File: src/rtl/fifo_pkg.sv
// Shared definitions for the 8-deep x 8-bit sync FIFO and its read-side consumers.
// Holds the FIFO geometry and the slot-to-lane mapping used by word packers.
// No ports; imported by fifo_rd_packer.
package fifo_pkg;

  localparam int FIFO_DATA_W = 8;
  localparam int FIFO_DEPTH  = 8;

  // Output lane that receives accumulation slot 'slot' in a 'bytes'-lane word.
  // le != 0: first byte lands in lane 0; otherwise it lands in the top lane.
  function automatic int lane_idx(input int slot, input int bytes, input int le);
    return (le != 0) ? slot : (bytes - 1 - slot);
  endfunction

endpackage

File: src/rtl/fifo_rd_packer.sv
// Purpose: pops bytes from a show-ahead sync FIFO and packs BYTES of them into one output word; flush closes a partial word.
// Latency: a word is presented at the same edge as its completing pop (or its accepted flush); zero extra cycles.
// Backpressure: word_valid/word_ready; while a word is held, pops continue until one slot is left, then stall.
// Ports:
//   clk, rst_n                 clock, asynchronous active-low reset
//   fifo_empty, rd_data        FIFO empty flag and show-ahead head byte
//   rd_enb                     pop strobe (never high while fifo_empty or in reset)
//   flush                      single-cycle request to close the current partial word
//   word_data/keep/last/valid  packed output word, lane mask, flush-closed flag, valid
//   word_ready                 downstream accept
//   flush_busy                 flush accepted but partial word not yet loaded into the output regs
module fifo_rd_packer
  import fifo_pkg::*;
#(
  parameter int DATA_W        = FIFO_DATA_W,
  parameter int BYTES         = 4,
  parameter int LITTLE_ENDIAN = 1
) (
  input  logic                      clk,
  input  logic                      rst_n,
  input  logic                      fifo_empty,
  input  logic [DATA_W-1:0]         rd_data,
  output logic                      rd_enb,
  input  logic                      flush,
  output logic [DATA_W*BYTES-1:0]   word_data,
  output logic [BYTES-1:0]          word_keep,
  output logic                      word_last,
  output logic                      word_valid,
  input  logic                      word_ready,
  output logic                      flush_busy
);

  localparam int CW = $clog2(BYTES + 1);
  localparam int WW = DATA_W * BYTES;
  localparam logic [CW-1:0] LAST_SLOT = CW'(BYTES - 1);
  localparam logic [CW-1:0] FULL_CNT  = CW'(BYTES);

  logic [DATA_W-1:0] acc [BYTES];
  logic [CW-1:0]     acc_cnt;
  logic              flush_pend;

  logic              out_free;
  logic              pop;
  logic [DATA_W-1:0] acc_nx [BYTES];
  logic [CW-1:0]     cnt_after;
  logic [CW-1:0]     acc_cnt_nx;
  logic [CW-1:0]     load_cnt;
  logic              load;
  logic              last_nx;
  logic              flush_pend_nx;
  logic [WW-1:0]     data_nx;
  logic [BYTES-1:0]  keep_nx;

  assign out_free   = !word_valid || word_ready;
  // The final slot may only be filled when the output regs can take the word
  // at that same edge, so acc_cnt never reaches BYTES.
  assign pop        = rst_n && !fifo_empty && !flush_pend &&
                      ((acc_cnt < LAST_SLOT) || out_free);
  assign rd_enb     = pop;
  assign flush_busy = flush_pend;
  assign cnt_after  = acc_cnt + CW'(pop);

  // Accumulator contents including a pop happening at this edge, so a word
  // completed or flushed at this edge carries the byte being popped.
  always_comb begin
    acc_nx = acc;
    for (int s = 0; s < BYTES; s++) begin
      if (pop && (acc_cnt == CW'(s))) begin
        acc_nx[s] = rd_data;
      end
    end
  end

  // Decide whether the output regs load this edge, and with how many slots.
  always_comb begin
    load          = 1'b0;
    load_cnt      = '0;
    last_nx       = 1'b0;
    acc_cnt_nx    = cnt_after;
    flush_pend_nx = flush_pend;
    if (flush_pend) begin
      // Pops are blocked while pending, so acc_cnt is the partial length;
      // any new flush request is ignored here.
      if (out_free) begin
        load          = 1'b1;
        load_cnt      = acc_cnt;
        last_nx       = 1'b1;
        acc_cnt_nx    = '0;
        flush_pend_nx = 1'b0;
      end
    end else if (pop && (acc_cnt == LAST_SLOT)) begin
      load       = 1'b1;
      load_cnt   = FULL_CNT;
      last_nx    = flush;
      acc_cnt_nx = '0;
    end else if (flush && (cnt_after != '0)) begin
      if (out_free) begin
        load       = 1'b1;
        load_cnt   = cnt_after;
        last_nx    = 1'b1;
        acc_cnt_nx = '0;
      end else begin
        flush_pend_nx = 1'b1;
      end
    end
  end

  // Place filled slots into their lanes; lanes beyond load_cnt stay zero.
  always_comb begin
    data_nx = '0;
    keep_nx = '0;
    for (int s = 0; s < BYTES; s++) begin
      if (CW'(s) < load_cnt) begin
        data_nx[lane_idx(s, BYTES, LITTLE_ENDIAN)*DATA_W +: DATA_W] = acc_nx[s];
        keep_nx[lane_idx(s, BYTES, LITTLE_ENDIAN)]                  = 1'b1;
      end
    end
  end

  always_ff @(posedge clk or negedge rst_n) begin
    if (!rst_n) begin
      for (int s = 0; s < BYTES; s++) begin
        acc[s] <= '0;
      end
      acc_cnt    <= '0;
      flush_pend <= 1'b0;
      word_valid <= 1'b0;
      word_data  <= '0;
      word_keep  <= '0;
      word_last  <= 1'b0;
    end else begin
      acc        <= acc_nx;
      acc_cnt    <= acc_cnt_nx;
      flush_pend <= flush_pend_nx;
      if (load) begin
        word_valid <= 1'b1;
        word_data  <= data_nx;
        word_keep  <= keep_nx;
        word_last  <= last_nx;
      end else if (word_ready) begin
        word_valid <= 1'b0;
      end
    end
  end

endmodule

File: config.mk
export PLATFORM = sky130hd
export DESIGN_NAME = fifo_rd_packer
export DESIGN_NICKNAME = d
export VERILOG_FILES = /design/src/rtl/fifo_pkg.sv /design/src/rtl/fifo_rd_packer.sv
export SDC_FILE = /design/constraint.sdc
export NUM_CORES = 1
export LEC_CHECK = 0
export ABC_AREA = 1
export CORE_MARGIN = 3
export CORE_UTILIZATION = 50
export CTS_BUF_LIST = sky130_fd_sc_hd__clkbuf_8
export DETAILED_ROUTE_END_ITERATION = 8
export PLACE_DENSITY = 0.77
export SETUP_SLACK_MARGIN = 0.1
export SYNTH_ARGS = -nofsm -noshare
export SYNTH_HDL_FRONTEND = slang
export SYNTH_SLANG_ARGS = --single-unit
File: constraint.sdc
create_clock -name clk -period 3.47 [get_ports clk]
set_input_delay 0.347 -clock clk [delete_from_list [all_inputs] [get_ports clk]]
set_output_delay 0.347 -clock clk [all_outputs]
set_load 0.01 [all_outputs]
; Word-level counts from Yosys, hierarchy flattened
; Cells that the tools add are included.
[op_classes]
n_div = 0
n_mul = 0
addsub = 1
n_lt_le_gt_ge = 5
n_mux = 33
bitwise = 0
shifts = 0
n_eq_ne = 3
n_reduce_logical = 16
[ops]
columns = operator, n
row1 = $mux W8, 8
row2 = $mux W3, 9
row3 = $mux W1, 16
row4 = $logic_and A1 B1 Y1, 8
row5 = $eq A3 B2 Y1 const B, 2
row6 = $lt A1 B3 Y1 const A, 2
row7 = $lt A2 B3 Y1 const A, 2
row8 = $add A3 B1 Y3, 1
row9 = $eq A3 B1 Y1 const B, 1
row10 = $logic_not A1 Y1, 3
row11 = $logic_not A3 Y1, 1
row12 = $lt A3 B2 Y1 const B, 1
row13 = $reduce_bool A3 Y1, 1
row14 = $logic_or A1 B1 Y1, 2
row15 = $reduce_bool A2 Y1, 1
[totals]
ff_bits = 74
n_memories = 0
out_inout_bits = 40
word_cells = 68
latch_bits = 0
romBits = 0
mem_bits_rw = 0
in_bits = 13

; Logic depth before layout (Yosys ltp)
[depth]
word_depth = 12
depth_mapped = 17
mapped_depth_nobuf = 17

; Worst setup path after synthesis
; Ideal clock, no wire load.
[synth_timing]
path_kind = register to register
start = reg word_valid
end = reg word_valid
path_slack_ns = 1.253
period_less_slack_ns = 2.217
stages_incl_launch_ff = 16
arrival_ns = 2.098
setup_ns = 0.119
n_path_buf = 1
required_ns = 3.351
path_cell_list = dfrtp_1 > inv_1 > nor2_2 > nand2_1 > and2_4 > ha_1 > ha_1 > nor2_1 > nand3_1 > nand2_1 > nand2_1 > nand2_1 > nand2_2 > inv_2 > buf_4 > nand2_1
[synth_via]
elab_chain_cells = 11
elab_cells_between_ends = 14
cone_classes = 1 x add/sub / 5 x mux / 8 x reduce/logical
[synth_lines]
columns = item, line_no
row1 = start: declaration, fifo_rd_packer.sv:28  ; output logic word_valid,
row2 = start signal: assignment, fifo_rd_packer.sv:127  ; word_valid <= 1'b0;
row3 = start signal: assignment, fifo_rd_packer.sv:136  ; word_valid <= 1'b1;
row4 = start signal: assignment, fifo_rd_packer.sv:141  ; word_valid <= 1'b0;
row5 = $logic_not A1 Y1 *, fifo_rd_packer.sv:54  ; assign out_free = !word_valid || word_ready;
row6 = $logic_or A1 B1 Y1 *, fifo_rd_packer.sv:54
row7 = $logic_or A1 B1 Y1 *, fifo_rd_packer.sv:58  ; ((acc_cnt < LAST_SLOT) || out_free);
row8 = $logic_and A1 B1 Y1 *, fifo_rd_packer.sv:57  ; assign pop = rst_n && !fifo_empty && !flush_pend &&
row9 = net rd_enb, fifo_rd_packer.sv:23  ; output logic rd_enb,
row10 = $add A3 B1 Y3, fifo_rd_packer.sv:61  ; assign cnt_after = acc_cnt + CW'(pop);
row11 = $reduce_bool A3 Y1, fifo_rd_packer.sv:96  ; end else if (flush && (cnt_after != '0)) begin
row12 = $logic_and A1 B1 Y1, fifo_rd_packer.sv:96
row13 = $mux W1, fifo_rd_packer.sv:96
row14 = $mux W1 *, fifo_rd_packer.sv:91  ; end else if (pop && (acc_cnt == LAST_SLOT)) begin
row15 = $mux W1 *, fifo_rd_packer.sv:81  ; if (flush_pend) begin
row16 = $mux W1 / $reduce_bool A2 Y1 (equally long branches), -
; Mark *: on every way through the listed nets, which the timed path passes. The rest lies on a longest branch.
; A chain may end at the register's enable or synchronous reset.

; Final worst setup path
[layout_timing]
start = reg acc_cnt[2]
end = reg word_data[27]
[layout_via]
elab_chain_cells = 11
elab_cells_between_ends = 19
cone_classes = 1 x add/sub / 2 x order compare / 1 x eq/ne / 10 x mux / 5 x reduce/logical
[layout_lines]
columns = item, line_no
row1 = start: declaration, fifo_rd_packer.sv:39  ; logic [CW-1:0] acc_cnt;
row2 = start signal: assignment, fifo_rd_packer.sv:133  ; acc_cnt <= acc_cnt_nx;
row3 = $lt A3 B2 Y1, fifo_rd_packer.sv:58
row4 = $logic_or A1 B1 Y1, fifo_rd_packer.sv:58
row5 = $logic_and A1 B1 Y1, fifo_rd_packer.sv:57
row6 = $add A3 B1 Y3, fifo_rd_packer.sv:61
row7 = $reduce_bool A3 Y1, fifo_rd_packer.sv:96
row8 = $logic_and A1 B1 Y1, fifo_rd_packer.sv:96
row9 = $mux W3, fifo_rd_packer.sv:96
row10 = $mux W3, fifo_rd_packer.sv:91
row11 = $mux W3, fifo_rd_packer.sv:81
row12 = $lt A2 B3 Y1, fifo_rd_packer.sv:113  ; if (CW'(s) < load_cnt) begin
row13 = $mux W8, fifo_rd_packer.sv:113
row14 = end signal: assignment, fifo_rd_packer.sv:137  ; word_data <= data_nx;
row15 = end: declaration, fifo_rd_packer.sv:25  ; output logic [DATA_W*BYTES-1:0] word_data,
; Several ways; a longest one is shown, not always the timed one.

==> reports/results.txt <==
The run finished with clean final reports. By count the netlist is led by sky130_fd_sc_hd__nand2_1 (122), sky130_fd_sc_hd__dfrtp_1 (74), sky130_fd_sc_hd__o21ai_0 (25). After global routing, the most crowded layer is met2.

The run gives 75 as the largest net degree at the start of global routing. In this run the worst hold path is classified as input pin to async pin. Summing over every cut layer, the via total after detailed routing is 2247. The run gives 20.1% as the aggregate global-route resource usage. Counting both buffers and inverters, the worst setup path holds a total of 3.

Setup repair after global routing left no endpoint under its margin. The multi-input combinational cell area is 976 sq um. The number of nets in the synthesized netlist is 325. The final layout contains routed wiring with a total length of 6530 microns. The run gives 53.1% as the starting density of the core. For the count of antenna-violating nets left after detailed routing, the log shows 0. The root buffer cell is sky130_fd_sc_hd__clkbuf_8. Cell accounting for the most synthesized area: sky130_fd_sc_hd__dfrtp_1.

The post-synthesis async set-or-reset flop share was 100%; the routed via count divided by cell count was 5.07. Number of buffers inserted to repair setup after CTS: 0. The clock tree synthesis step divided the H-tree into 3 levels. The run gives 2227 as the via count of the first global-routing pass. For the count of mapped cells out of synthesis, the log shows 310. The highest ir drop seen on vdd is 0.369 mV, and the headroom to the max-slew limit is 39.8%. After routing, the total negative slack on setup checks comes to 0 ns. The tools report the nature of the critical path startpoint as a flop. Max-cap violations in this run came to 0. The die covers 0.00696 sq mm.

The run gives 0 as the final count of pins violating max slew. Kind of cell adding the most delay to the critical path: simple AND/OR/NAND/NOR gates. STA classifies the critical path endpoint as a flop. Count of buffers inserted at the top-level ports: 52. During I/O placement, the number of pins put on the boundary was 53. The number of synthesized flops with an enable pin was 0.

The sequential fraction of the synthesis area is 61.8%, and the number of buffers created by CTS is 9. Number of antenna violations at the first check in global routing: 0. For the number of remaining DRC errors, the log shows 0.

The total of warnings raised by yosys was 0; the routability congestion estimate from global placement was 0.855. Maximum clock path buffer count: 2. The data arrival time of the critical path was 2.90 ns; the post-CTS resize count was 0. The final hold violation count came out at 0.

Dividing total power by cell area gives a power density of 808 mW/mm^2. The floorplan step set the die height to 83.4 microns. For this run, the number of standard cells in the final layout without fillers is 443. The tools report the required time at the worst-slack endpoint as 3.75 ns. The minimum period implied by the final worst setup slack was 2.62 ns.

The critical path is of the flop to flop type. The sequential cells in the finished layout cover a total of 0.00185 sq mm. The most common cell type on the critical path is sky130_fd_sc_hd__nand2_1. The first detailed-routing pass ran for 5 iterations. The completed layout was analyzed and its total power is 3.04 mW.

The tools report the total number of clock tree sinks as 74. For the pin with the worst max-slew slack, the measured transition is 0.904 ns. In the final design database the tool counted 381 nets.

The number of antenna diodes in the final layout is 0. Flip-flop and latch count after synthesis: 74. The area growth from synthesis to layout is 25.6%.

The insertion delay to the later sink of the worst-skew pair is 0.35 ns. Static leakage power: 1.92 nW. The horizontal die dimension works out to 83.4 microns.

The portion of the clock cycle consumed by the worst path in the final layout came out at 75.5%. Traced cell by cell, the critical path runs through inv_2 -> nand2_1 -> nand2_1 -> and2_4 -> ha_1 -> ha_1 -> nor2_1 -> nand3_1 -> nand2_1 -> nand2_1 -> nand2_1 -> nand2_2 -> inv_2 -> buf_12 -> a22o_1. On the worst path, the slowest cell contributes a delay of 0.45 ns.

The area of the core is 0.00564 sq mm, and the global routing usage on met3 is 5.46%. Row generation in the floorplan step produced 27 rows. Highest net fanout along the worst path: 20. The slowest stage of the critical path is the sky130_fd_sc_hd__dfrtp_1 cell.

The primary flip-flop cell chosen by synthesis mapping is sky130_fd_sc_hd__dfrtp_1. The first-pass GRT wire length came out at 11000 microns. The met1 track utilization from global routing is 27.8%, and the clock edge transition at the registers on the reported setup and hold paths is 0.07 ns. For the count of hold-fix buffers inserted at cts, the log shows 0.

After synthesis, the mean cell area works out to 9.67 sq um. The total global routing overflow was 0; the final setup violation count was 0. Based on the critical path, the design can be clocked at up to 381 MHz.

Yosys attributes the largest share of cell area to sky130_fd_sc_hd__dfrtp_1 (62%), sky130_fd_sc_hd__nand2_1 (15%), sky130_fd_sc_hd__o21ai_0 (4.2%). Fill cells in the final layout number 437. Fraction of final layout cells sized beyond drive strength 1: 9.43%. The core occupancy in the finished layout is 66.8%, and the share of the synthesized area in the top cell type is 61.8%.

The average wire per cell in the routed design came out at 14.7 microns. The cell area that synthesis handed to floorplanning was 0.00300 sq mm. TritonCTS built the clock tree. The detailed placement HPWL came out at 4300 microns. After the first detailed-routing iteration, the DRC count stood at 185. By instance count, the leading cell after synthesis is sky130_fd_sc_hd__nand2_1. The logs give 30.5% for the met2 usage in global routing and 25 for the count of cell types in the netlist. Worst clock skew on the final layout: 0.0127 ns. Including well taps, the total number of placed cells is 427.
[registers in the layout, indices dropped and copies added, names as in the netlist]
signal      cells
acc            32
acc_cnt         3
flush_busy      1
word_data      32
word_keep       4
word_last       1
word_valid      1
[cell type report]
| class | count | area share (%) |
|---|---|---|
| clock inverter | 6 | 2.16 |
| timing repair buffer | 54 | 14.4 |
| sequential | 74 | 49.2 |
| inverter | 23 | 2.29 |
| clock buffer | 10 | 3.65 |
| multi-input combinational | 204 | 25.9 |
| tap | 72 | 2.39 |
[where the power goes]
| group | internal, mW | switching (mW) |
|---|---|---|
| clock | 0.419 | 0.307 |
| sequential | 1.15 | 0.127 |
| combinational | 0.427 | 0.615 |
[cell families after synthesis]
| family | Yosys count | share of synthesized area [%] |
|---|---|---|
| and+or+nand+nor | 159 | 23.2 |
| AOI/OAI and AO/OA | 43 | 8.56 |
| buffers and inverters | 32 | 5.68 |
| adders and majority gates | 2 | 0.835 |
| DFF | 74 | 61.8 |
[final timing paths]
| kind | slack, ns | cells after the start | end | start |
|---|---|---|---|---|
| setup / recovery | 0.85 | 15 | word_data[27] | acc_cnt[2] |
| hold / removal | 0.25 | 2 | word_keep[0] | rst_n |
| setup reg to reg | 0.85 | 15 | word_data[27] | acc_cnt[2] |
| hold reg to reg | 0.48 | 2 | acc[21] | acc[21] |
| max in group asynchronous | 2.63 | 2 | acc[8] | rst_n |
| min in group clk | 0.48 | 2 | acc[21] | acc[21] |
[layer usage]
metal / up-vias / part of all wire [%]
li1: 1109 / -
met1: 1058 / 47
met2: 69 / 46
met3: 11 / 5.2
met4: 0 / 1.6
met5: - / 0
[stage by stage]
step / worst slack [ns] / hold slack (ns) / area [sq um]
3_3_place_gp: 0.591 / 0.455 / 3550
4_1_cts: 0.864 / 0.285 / 3770
5_1_grt: 0.644 / 0.335 / 3770
6_report: 0.849 / 0.251 / 3770
3_5_place_dp: 0.514 / 0.462 / 3550
2_1_floorplan: 1.25 / 0.0514 / 3000
[cell usage in the layout, fill, tap and decap left out, drive strengths merged]
cell type / count
nand2: 126
dfrtp: 74
clkdlybuf4s50: 51
o21ai: 32
inv: 24
nand3: 14
nor2: 12
clkbuf: 10
a22o: 8
nand4: 5
buf: 3
a21oi: 2
ha: 2
bufinv: 2
clkinv: 2
and2: 1
nor3: 1
o32ai: 1
clkinvlp: 1
Power figures use the tool's default switching activity.
